**config.mk**
```make
export PLATFORM = sky130hd
export DESIGN_NAME = srt4_host_adapter_flat
export DESIGN_NICKNAME = d
export VERILOG_FILES = /design/src/rtl/srt4_pkg.sv /design/src/rtl/srt4_host_adapter_if.sv /design/src/rtl/srt4_adapter_watchdog.sv /design/src/rtl/srt4_host_adapter.sv /design/src/flat_wrapper.sv
export SDC_FILE = /design/constraint.sdc
export NUM_CORES = 1
export LEC_CHECK = 0
export BUFFER_PORTS_ARGS = -buffer_cell sky130_fd_sc_hd__buf_2
export CORE_UTILIZATION = 45
export DETAILED_ROUTE_END_ITERATION = 10
export GPL_TIMING_DRIVEN = 0
export PLACE_DENSITY_LB_ADDON = 0.25
export SYNTH_ARGS = -nofsm -noshare
export SYNTH_HDL_FRONTEND = slang
export SYNTH_SLANG_ARGS = --single-unit
export TNS_END_PERCENT = 50
```
**constraint.sdc**
```tcl
create_clock -name clk -period 2.79 [get_ports clk]
set_clock_uncertainty 0.1 [all_clocks]
set_input_delay 0.1395 -clock clk [delete_from_list [all_inputs] [get_ports clk]]
set_output_delay 0.1395 -clock clk [all_outputs]
set_load 0.01 [all_outputs]
```
**src/rtl/srt4_pkg.sv**
```systemverilog
// Shared constants and FSM state encoding for the srt4 divider host adapter.
package srt4_pkg;

  localparam int SRT4_WIDTH = 8;

  localparam logic [SRT4_WIDTH-1:0] DIV0_QUOTIENT = '1;

  typedef enum logic [2:0] {
    IDLE,
    SEND_DIVD,
    SEND_DIVS,
    WAIT_END,
    GET_REM,
    RESP
  } state_t;

endpackage

```
**src/rtl/srt4_host_adapter_if.sv**
```systemverilog
// Host-side request/response channels of the srt4 adapter.
// The master modport is the host; the slave modport is the adapter.
interface srt4_host_adapter_if;

  logic                            req_valid;
  logic                            req_ready;
  logic [srt4_pkg::SRT4_WIDTH-1:0] req_dividend;
  logic [srt4_pkg::SRT4_WIDTH-1:0] req_divisor;

  logic                            rsp_valid;
  logic                            rsp_ready;
  logic [srt4_pkg::SRT4_WIDTH-1:0] rsp_quotient;
  logic [srt4_pkg::SRT4_WIDTH-1:0] rsp_remainder;
  logic                            rsp_div0;
  logic                            rsp_timeout;

  modport master (
    output req_valid, req_dividend, req_divisor, rsp_ready,
    input  req_ready, rsp_valid, rsp_quotient, rsp_remainder, rsp_div0, rsp_timeout
  );

  modport slave (
    input  req_valid, req_dividend, req_divisor, rsp_ready,
    output req_ready, rsp_valid, rsp_quotient, rsp_remainder, rsp_div0, rsp_timeout
  );

endinterface

```
**src/rtl/srt4_adapter_watchdog.sv**
```systemverilog
// 8-bit clear/enable cycle counter; done flags the last permitted enabled cycle.
module srt4_adapter_watchdog #(
  parameter int LIMIT = 64
) (
  input  logic clk,
  input  logic rst_b,
  input  logic clear,
  input  logic enable,
  output logic done
);

  logic [7:0] count;

  // NOTE: sequential state uses non-blocking assignments so every register samples pre-edge values.
  always_ff @(posedge clk or negedge rst_b) begin
    if (!rst_b)      count <= '0;
    else if (clear)  count <= '0;
    else if (enable) count <= count + 8'd1;
  end

  // The count equals the number of enabled cycles already elapsed, so the
  // LIMIT-th enabled cycle is the one where the count reads LIMIT-1.
  assign done = enable && (count == 8'(LIMIT - 1));

endmodule

```
**src/rtl/srt4_host_adapter.sv**
```systemverilog
// Valid/ready front-end that serialises operands onto the srt4 core bus and returns results.
// Optional watchdog in WAIT_END enabled by defining SRT4_ADAPTER_TIMEOUT_EN.
module srt4_host_adapter
  import srt4_pkg::*;
#(
  parameter int WIDTH          = SRT4_WIDTH,
  parameter int TIMEOUT_CYCLES = 64
) (
  input  logic             clk,
  input  logic             rst_b,
  srt4_host_adapter_if.slave host,
  output logic [WIDTH-1:0] core_inbus,
  output logic             core_begin,
  input  logic [WIDTH-1:0] core_outbus,
  input  logic             core_end
);

  if (TIMEOUT_CYCLES < 1 || TIMEOUT_CYCLES > 255) begin : g_bad_timeout
    $error("TIMEOUT_CYCLES must fit the 8-bit watchdog (1..255)");
  end

  state_t           state, next_state;
  logic [WIDTH-1:0] dividend, divisor;
  logic [WIDTH-1:0] quotient, remainder;
  logic             div0;
  logic             timeout;
  logic             wd_done;

`ifdef SRT4_ADAPTER_TIMEOUT_EN
  srt4_adapter_watchdog #(.LIMIT(TIMEOUT_CYCLES)) u_watchdog (
    .clk    (clk),
    .rst_b  (rst_b),
    .clear  (state == SEND_DIVS),
    .enable (state == WAIT_END),
    .done   (wd_done)
  );
`else
  assign wd_done = 1'b0;
`endif

  always_ff @(posedge clk or negedge rst_b) begin
    if (!rst_b) state <= IDLE;
    else        state <= next_state;
  end

  // NOTE: next_state gets its default first so no path through the case can infer a latch.
  always_comb begin
    next_state = state;
    case (state)
      IDLE:      if (host.req_valid) next_state = (host.req_divisor == '0) ? RESP : SEND_DIVD;
      SEND_DIVD: next_state = SEND_DIVS;
      SEND_DIVS: next_state = WAIT_END;
      WAIT_END: begin
        if (core_end)     next_state = GET_REM;
        else if (wd_done) next_state = RESP;
      end
      GET_REM:   next_state = RESP;
      RESP:      if (host.rsp_ready) next_state = IDLE;
      default:   next_state = IDLE;
    endcase
  end

  // Operand and result registers; results only change outside RESP, so the
  // response fields hold steady while the consumer stalls.
  always_ff @(posedge clk or negedge rst_b) begin
    if (!rst_b) begin
      dividend  <= '0;
      divisor   <= '0;
      quotient  <= '0;
      remainder <= '0;
      div0      <= 1'b0;
      timeout   <= 1'b0;
    end else begin
      case (state)
        IDLE: if (host.req_valid) begin
          dividend <= host.req_dividend;
          divisor  <= host.req_divisor;
          if (host.req_divisor == '0) begin
            quotient  <= DIV0_QUOTIENT;
            remainder <= host.req_dividend;
            div0      <= 1'b1;
          end
        end
        WAIT_END: begin
          if (core_end) begin
            quotient <= core_outbus;
          end else if (wd_done) begin
            quotient  <= '0;
            remainder <= '0;
            timeout   <= 1'b1;
          end
        end
        GET_REM: remainder <= core_outbus;
        RESP: if (host.rsp_ready) begin
          div0    <= 1'b0;
          timeout <= 1'b0;
        end
        default: ;
      endcase
    end
  end

  always_comb begin
    core_inbus = '0;
    case (state)
      SEND_DIVD: core_inbus = dividend;
      SEND_DIVS: core_inbus = divisor;
      default:   core_inbus = '0;
    endcase
  end

  assign core_begin         = (state == SEND_DIVD);
  assign host.req_ready     = (state == IDLE);
  assign host.rsp_valid     = (state == RESP);
  assign host.rsp_quotient  = quotient;
  assign host.rsp_remainder = remainder;
  assign host.rsp_div0      = div0;
`ifdef SRT4_ADAPTER_TIMEOUT_EN
  assign host.rsp_timeout   = timeout;
`else
  assign host.rsp_timeout   = 1'b0;
`endif

endmodule

```
**src/flat_wrapper.sv**
```systemverilog
// flat-port wrapper written by rule: the top's interface ports become plain ports
module srt4_host_adapter_flat import srt4_pkg::*;
#(
  parameter int WIDTH          = SRT4_WIDTH,
  parameter int TIMEOUT_CYCLES = 64
)
  (clk, rst_b, core_inbus, core_begin, core_outbus, core_end, host_req_valid, host_req_dividend, host_req_divisor, host_rsp_ready, host_req_ready, host_rsp_valid, host_rsp_quotient, host_rsp_remainder, host_rsp_div0, host_rsp_timeout);
  srt4_host_adapter_if host_i ();
  input  logic clk;
  input  logic rst_b;
  output logic [WIDTH-1:0] core_inbus;
  output logic core_begin;
  input  logic [WIDTH-1:0] core_outbus;
  input  logic core_end;
  input wire logic [$bits(host_i.req_valid)-1:0] host_req_valid;
  input wire logic [$bits(host_i.req_dividend)-1:0] host_req_dividend;
  input wire logic [$bits(host_i.req_divisor)-1:0] host_req_divisor;
  input wire logic [$bits(host_i.rsp_ready)-1:0] host_rsp_ready;
  output wire logic [$bits(host_i.req_ready)-1:0] host_req_ready;
  output wire logic [$bits(host_i.rsp_valid)-1:0] host_rsp_valid;
  output wire logic [$bits(host_i.rsp_quotient)-1:0] host_rsp_quotient;
  output wire logic [$bits(host_i.rsp_remainder)-1:0] host_rsp_remainder;
  output wire logic [$bits(host_i.rsp_div0)-1:0] host_rsp_div0;
  output wire logic [$bits(host_i.rsp_timeout)-1:0] host_rsp_timeout;
  assign host_i.req_valid = host_req_valid;
  assign host_i.req_dividend = host_req_dividend;
  assign host_i.req_divisor = host_req_divisor;
  assign host_i.rsp_ready = host_rsp_ready;
  assign host_req_ready = host_i.req_ready;
  assign host_rsp_valid = host_i.rsp_valid;
  assign host_rsp_quotient = host_i.rsp_quotient;
  assign host_rsp_remainder = host_i.rsp_remainder;
  assign host_rsp_div0 = host_i.rsp_div0;
  assign host_rsp_timeout = host_i.rsp_timeout;
  srt4_host_adapter #(.WIDTH(WIDTH), .TIMEOUT_CYCLES(TIMEOUT_CYCLES)) u_core (.clk(clk), .rst_b(rst_b), .host(host_i), .core_inbus(core_inbus), .core_begin(core_begin), .core_outbus(core_outbus), .core_end(core_end));
endmodule
```
* Word-level counts from Yosys, hierarchy flattened
Index checks and enable logic that the tools add are counted.
** Operators by class
- Eq/ne operators :: 9
- Mux-type cells :: 17
- Reduce and logical (&&, ||, !) cells :: 10
** Operators with widths (number)
- 8-bit case mux with 2 select lines :: 3
- 8-bit 2-to-1 mux :: 5
- 3-bit case mux with 6 select lines :: 1
- 3-bit 2-to-1 mux :: 4
- 8-bit zero test :: 1
- 4-bit AND reduction :: 2
- 3-bit by 2-bit equality test with 1-bit output (second input constant) :: 2
- 3-bit equality test (second input constant) :: 2
- 2-bit inequality test (second input constant) :: 3
- 3-bit AND reduction :: 2
- 2-bit nonzero test :: 3
- 3-bit by 1-bit equality test with 1-bit output (second input constant) :: 1
- 3-bit zero test :: 1
- 1-bit 2-to-1 mux :: 3
- 2-bit by 1-bit inequality test with 1-bit output (second input constant) :: 1
- 1-bit case mux with 2 select lines :: 1
- 2-bit AND reduction :: 1
** Word-level totals
- Bits in registers :: 36
- Input port bits :: 29
- Output and inout bits :: 29
- Logic and storage cells :: 42

* Longest topological paths before layout
- Word-level depth :: 4
- Mapped depth :: 5
- Gate-level depth less buffers :: 3

* Least setup slack after synthesis
Ideal clock, no wire load.
- Path kind :: reg2reg
- Start point :: register u_core.state[2]
- End point :: register u_core.dividend[0]
- Library setup time :: 0.125 ns
- Data arrival time :: 1.553 ns
- Data required time :: 2.565 ns
- Setup slack :: 1.013 ns
- Stages on the path, launching flop included :: 5
- Buffers on the path :: 2
- Period minus slack after synthesis :: 1.777 ns
- Path through :: dfrtp_1 buf_6 nor4b_4 buf_4 mux2_2
** Between the ends
- Cells in the longest elaborated chain, start to end :: 2
** RTL lines
- start, declared :: line srt4_host_adapter.sv:22 : state_t state, next_state;
- start signal, assigned :: line srt4_host_adapter.sv:43 : else state <= next_state;
- 3-bit zero test :: line srt4_host_adapter.sv:74 : case (state)
- 2-bit AND reduction (no source line)
- end signal, assigned :: line srt4_host_adapter.sv:76 : dividend <= host.req_dividend;
- end, declared :: line srt4_host_adapter.sv:23 : logic [WIDTH-1:0] dividend, divisor;
Every way passes these cells.
A chain may end at the register's enable or synchronous reset.

* Worst setup path after layout
- Start point :: input host_req_divisor[5]
- End point :: register u_core.remainder[4], in the netlist u_core.host.rsp_remainder[4]
** Between the ends
- Cells in the longest elaborated chain, start to end :: 3
** RTL lines
- start, declared :: line flat_wrapper.sv:17 : input wire logic [$bits(host_i.req_divisor)-1:0] host_req_divisor;
- 8-bit zero test :: line srt4_host_adapter.sv:78 : if (host.req_divisor == '0) begin
- 2-bit by 1-bit inequality test with 1-bit output (no source line)
- 3-bit AND reduction (no source line)
- end signal, assigned :: line srt4_host_adapter.sv:80 : remainder <= host.req_dividend;
- end signal, assigned :: line srt4_host_adapter.sv:93 : GET_REM: remainder <= core_outbus;
- end, declared :: line srt4_host_adapter.sv:24 : logic [WIDTH-1:0] quotient, remainder;
Every way passes these cells.

==> flow_summary.ini <==
[synth]
syn_area_um2 = 1680
syn_avg_cell_area_um2 = 11.6
synth_edf_count = 0
synth_cells = 145
syn-num-nets = 174
synth_ff_type = dfrtp_1
ys_ff_latch = 36
ys_seq_area_frac = 0.537
async_flop_share = 1.00
ys_types = 31
yosysWarnings = 0

[global_route]
grt_pass1_vias = 1374
met3_usage = 0.0652
grt_start_max_net_pins = 37
grt_use_total = 0.218
grt_first_pass_wirelength_mm = 6.54
grt_remaining_overflow = 0
antenna_found_initial = 0
met2_usage = 0.368
busiest_layer = met2
use_met1 = 0.265

[timing]
maxSlewViolCount = 0
tns_ns = 0
fmax_ghz = 0.458
max_slew.worst_pin.slew_ns = 0.874
setup_viol_count_final = 0
fin_crit_sh = 0.782
rsz0062_at_grt = false
slew_headroom = 0.412
finalHoldViolations = 0
period_minus_slack_ns = 2.18

[job]
maxCapViolCount = 0

[power]
power.leakage_uw = 0.00104
clkPwrFrac = 0.184
switching_power_uw = 862
internal_power_uw = 1580
combPwrFrac = 0.436
p_seq_frac = 0.381
swShare = 0.354
ir_worst_vdd_uv = 482
powerDensity_nw_per_um2 = 1100

[min_path]
worst_hold_path.num_cells = 3
min_to = u_core.host.rsp_quotient[5]
worstHoldPathType = in -> reg
worstHoldStart = core_outbus[5]

[placed_design]
io_buffers = 56
place_congestion = 0.827
dp.final_hpwl_mm = 2.86
numPlacedInstances = 247

[setup_path]
crit_fanout = 10
reg2reg_depth = 5
endpoint_kind = flip-flop
r2r-start = u_core.state[1]
crit_required_ns = 2.87
reg2reg_slack_ns = 0.74
criticalPathCategory = in -> reg
start_kind = primary input
crit_arrival_ns = 2.26
r2r-end = u_core.host.rsp_remainder[6]

[final_layout]
fin_nets = 246
fin_cells = 264
drive_above_1_share = 0.431
area_growth_pct = 31.9
n_antenna_cell = 0

[floorplan]
die_area_um2 = 3980
initial_core_util = 0.487
core-area_um2 = 3440
die_w_um = 63.1
die_y_um = 63.1
row_count = 21
pin_count = 58

[clocking]
cts_buffers = 5
cts_tree = done
clkTransAtPathRegs_ns = 0.07
cts_max_level = 2
cts_root_buf = clkbuf_8
clock_sinks = 36
post_cts_buffers = 0
cts_hold_buffers = 9
clk_latency_ns = 0.29
post_cts_resized = 0
clk_path_buf_depth = 2

[drt]
drtAntennaViolNets = 0
wl_per_cell_um = 15.0
vias = 1397
drt_iter0_drc = 98
drc = 0
first_pass_iters = 4
routed_wl_mm = 3.96
via_per_inst = 5.29

[status]
status = finished, final reports clean
flip-flops by register name (all words and copies together), names as in the netlist:
signal,cells
u_core.dividend,8
u_core.state,3
u_core.host.rsp_remainder,8
u_core.host.rsp_quotient,8
u_core.divisor,8
u_core.host.rsp_div0,1
stage by stage:
stage	utilization	hold WS, ns	power (µW)	worst slack [ns]	instance area, µm²
3_3_place_gp	0.586	0.155	1940	0.809	2020
4_1_cts	0.643	0.00253	2450	0.626	2210
6_report	0.643	0.00511	2440	0.609	2210
2_1_floorplan	-	-0.256	1610	1.01	1680
3_5_place_dp	0.586	0.173	1990	0.766	2020
5_1_grt	0.643	0.00609	2590	0.540	2210
power groups by stage:
stage          registers [µW]  clock network (µW)  logic [µW]
2_1_floorplan             961                   0         651
6_report                  928                 448        1060
3_3_place_gp              921                   0        1020
4_1_cts                   928                 459        1070
5_1_grt                   955                 480        1160
3_5_place_dp              934                   0        1050
cells by family (layout without fill, tap and decap cells):
logic type / count (synthesis) / count (layout) / share of synthesized area
flops: 36 / 36 / 0.537
compound gates: 31 / 31 / 0.143
mux: 16 / 16 / 0.107
simple gates: 49 / 49 / 0.166
buf+inv: 12 / 85 / 0.0440
other cells: 1 / 1 / 0.00223
synthesized netlist by cell type, drive strengths merged, types with 2 or more instances:
library cell | n | area, µm²
clkbuf | 4 | 15.0
a22oi | 8 | 60.1
a21oi | 10 | 50.1
nand2b | 3 | 18.8
o221a | 8 | 90.1
or2b | 5 | 37.5
dfrtp | 36 | 901
nor3 | 2 | 10.0
nor4 | 2 | 12.5
nor2b | 3 | 18.8
mux2 | 16 | 180
nor2 | 26 | 97.6
buf | 7 | 55.1
metal layers:
metal / share of wire / wire (µm)
met4: 0.012 / 46
met5: 0 / 0
met3: 0.055 / 217
met1: 0.44 / 1740
met2: 0.49 / 1960
area by class of cell:
| cell class | instances | area, µm² |
|---|---|---|
| multi-input combinational | 97 | 703 |
| fill | 292 | 1230 |
| clock inverter | 2 | 35.0 |
| clock buffer | 6 | 72.6 |
| inverter | 1 | 3.75 |
| tap | 46 | 57.6 |
| buffer | 11 | 70.1 |
| timing repair buffer | 65 | 370 |
| sequential | 36 | 901 |
worst max-delay path, cell delays in order:
cell and delay [ns]:
dlygate4sd3_1 0.54, buf_2 0.13, nor4_1 0.76, nand3_4 0.23, buf_6 0.22, o221a_1 0.24
placed cells by master, fill, tap and decap left out, drive strengths merged, types with 2 or more instances in the layout:
| cell | n |
|---|---|
| buf | 63 |
| nor4 | 2 |
| nand2b | 3 |
| dlygate4sd3 | 9 |
| a21oi | 10 |
| mux2 | 16 |
| clkbuf | 10 |
| a22oi | 8 |
| nor2 | 26 |
| o221a | 8 |
| dfrtp | 36 |
| nor3 | 2 |
| or2b | 5 |
| nor2b | 3 |
how the worst max path moves through the flow:
| stage | from | endpoint | slack (ns) | cells after the start |
|---|---|---|---|---|
| 5_1_grt | u_core.state[0] | core_inbus[2] | 0.54 | 6 |
| 4_1_cts | host_req_divisor[5] | u_core.host.rsp_remainder[5] | 0.63 | 6 |
| 6_report | host_req_divisor[5] | u_core.host.rsp_remainder[4] | 0.61 | 6 |
| 3_3_place_gp | u_core.state[1] | u_core.host.rsp_remainder[3] | 0.81 | 5 |
| 2_1_floorplan | u_core.state[2] | u_core.dividend[0] | 1.01 | 4 |
| 3_5_place_dp | u_core.state[1] | u_core.host.rsp_remainder[4] | 0.77 | 5 |
Note: power is estimated with default switching activity, not from simulation.
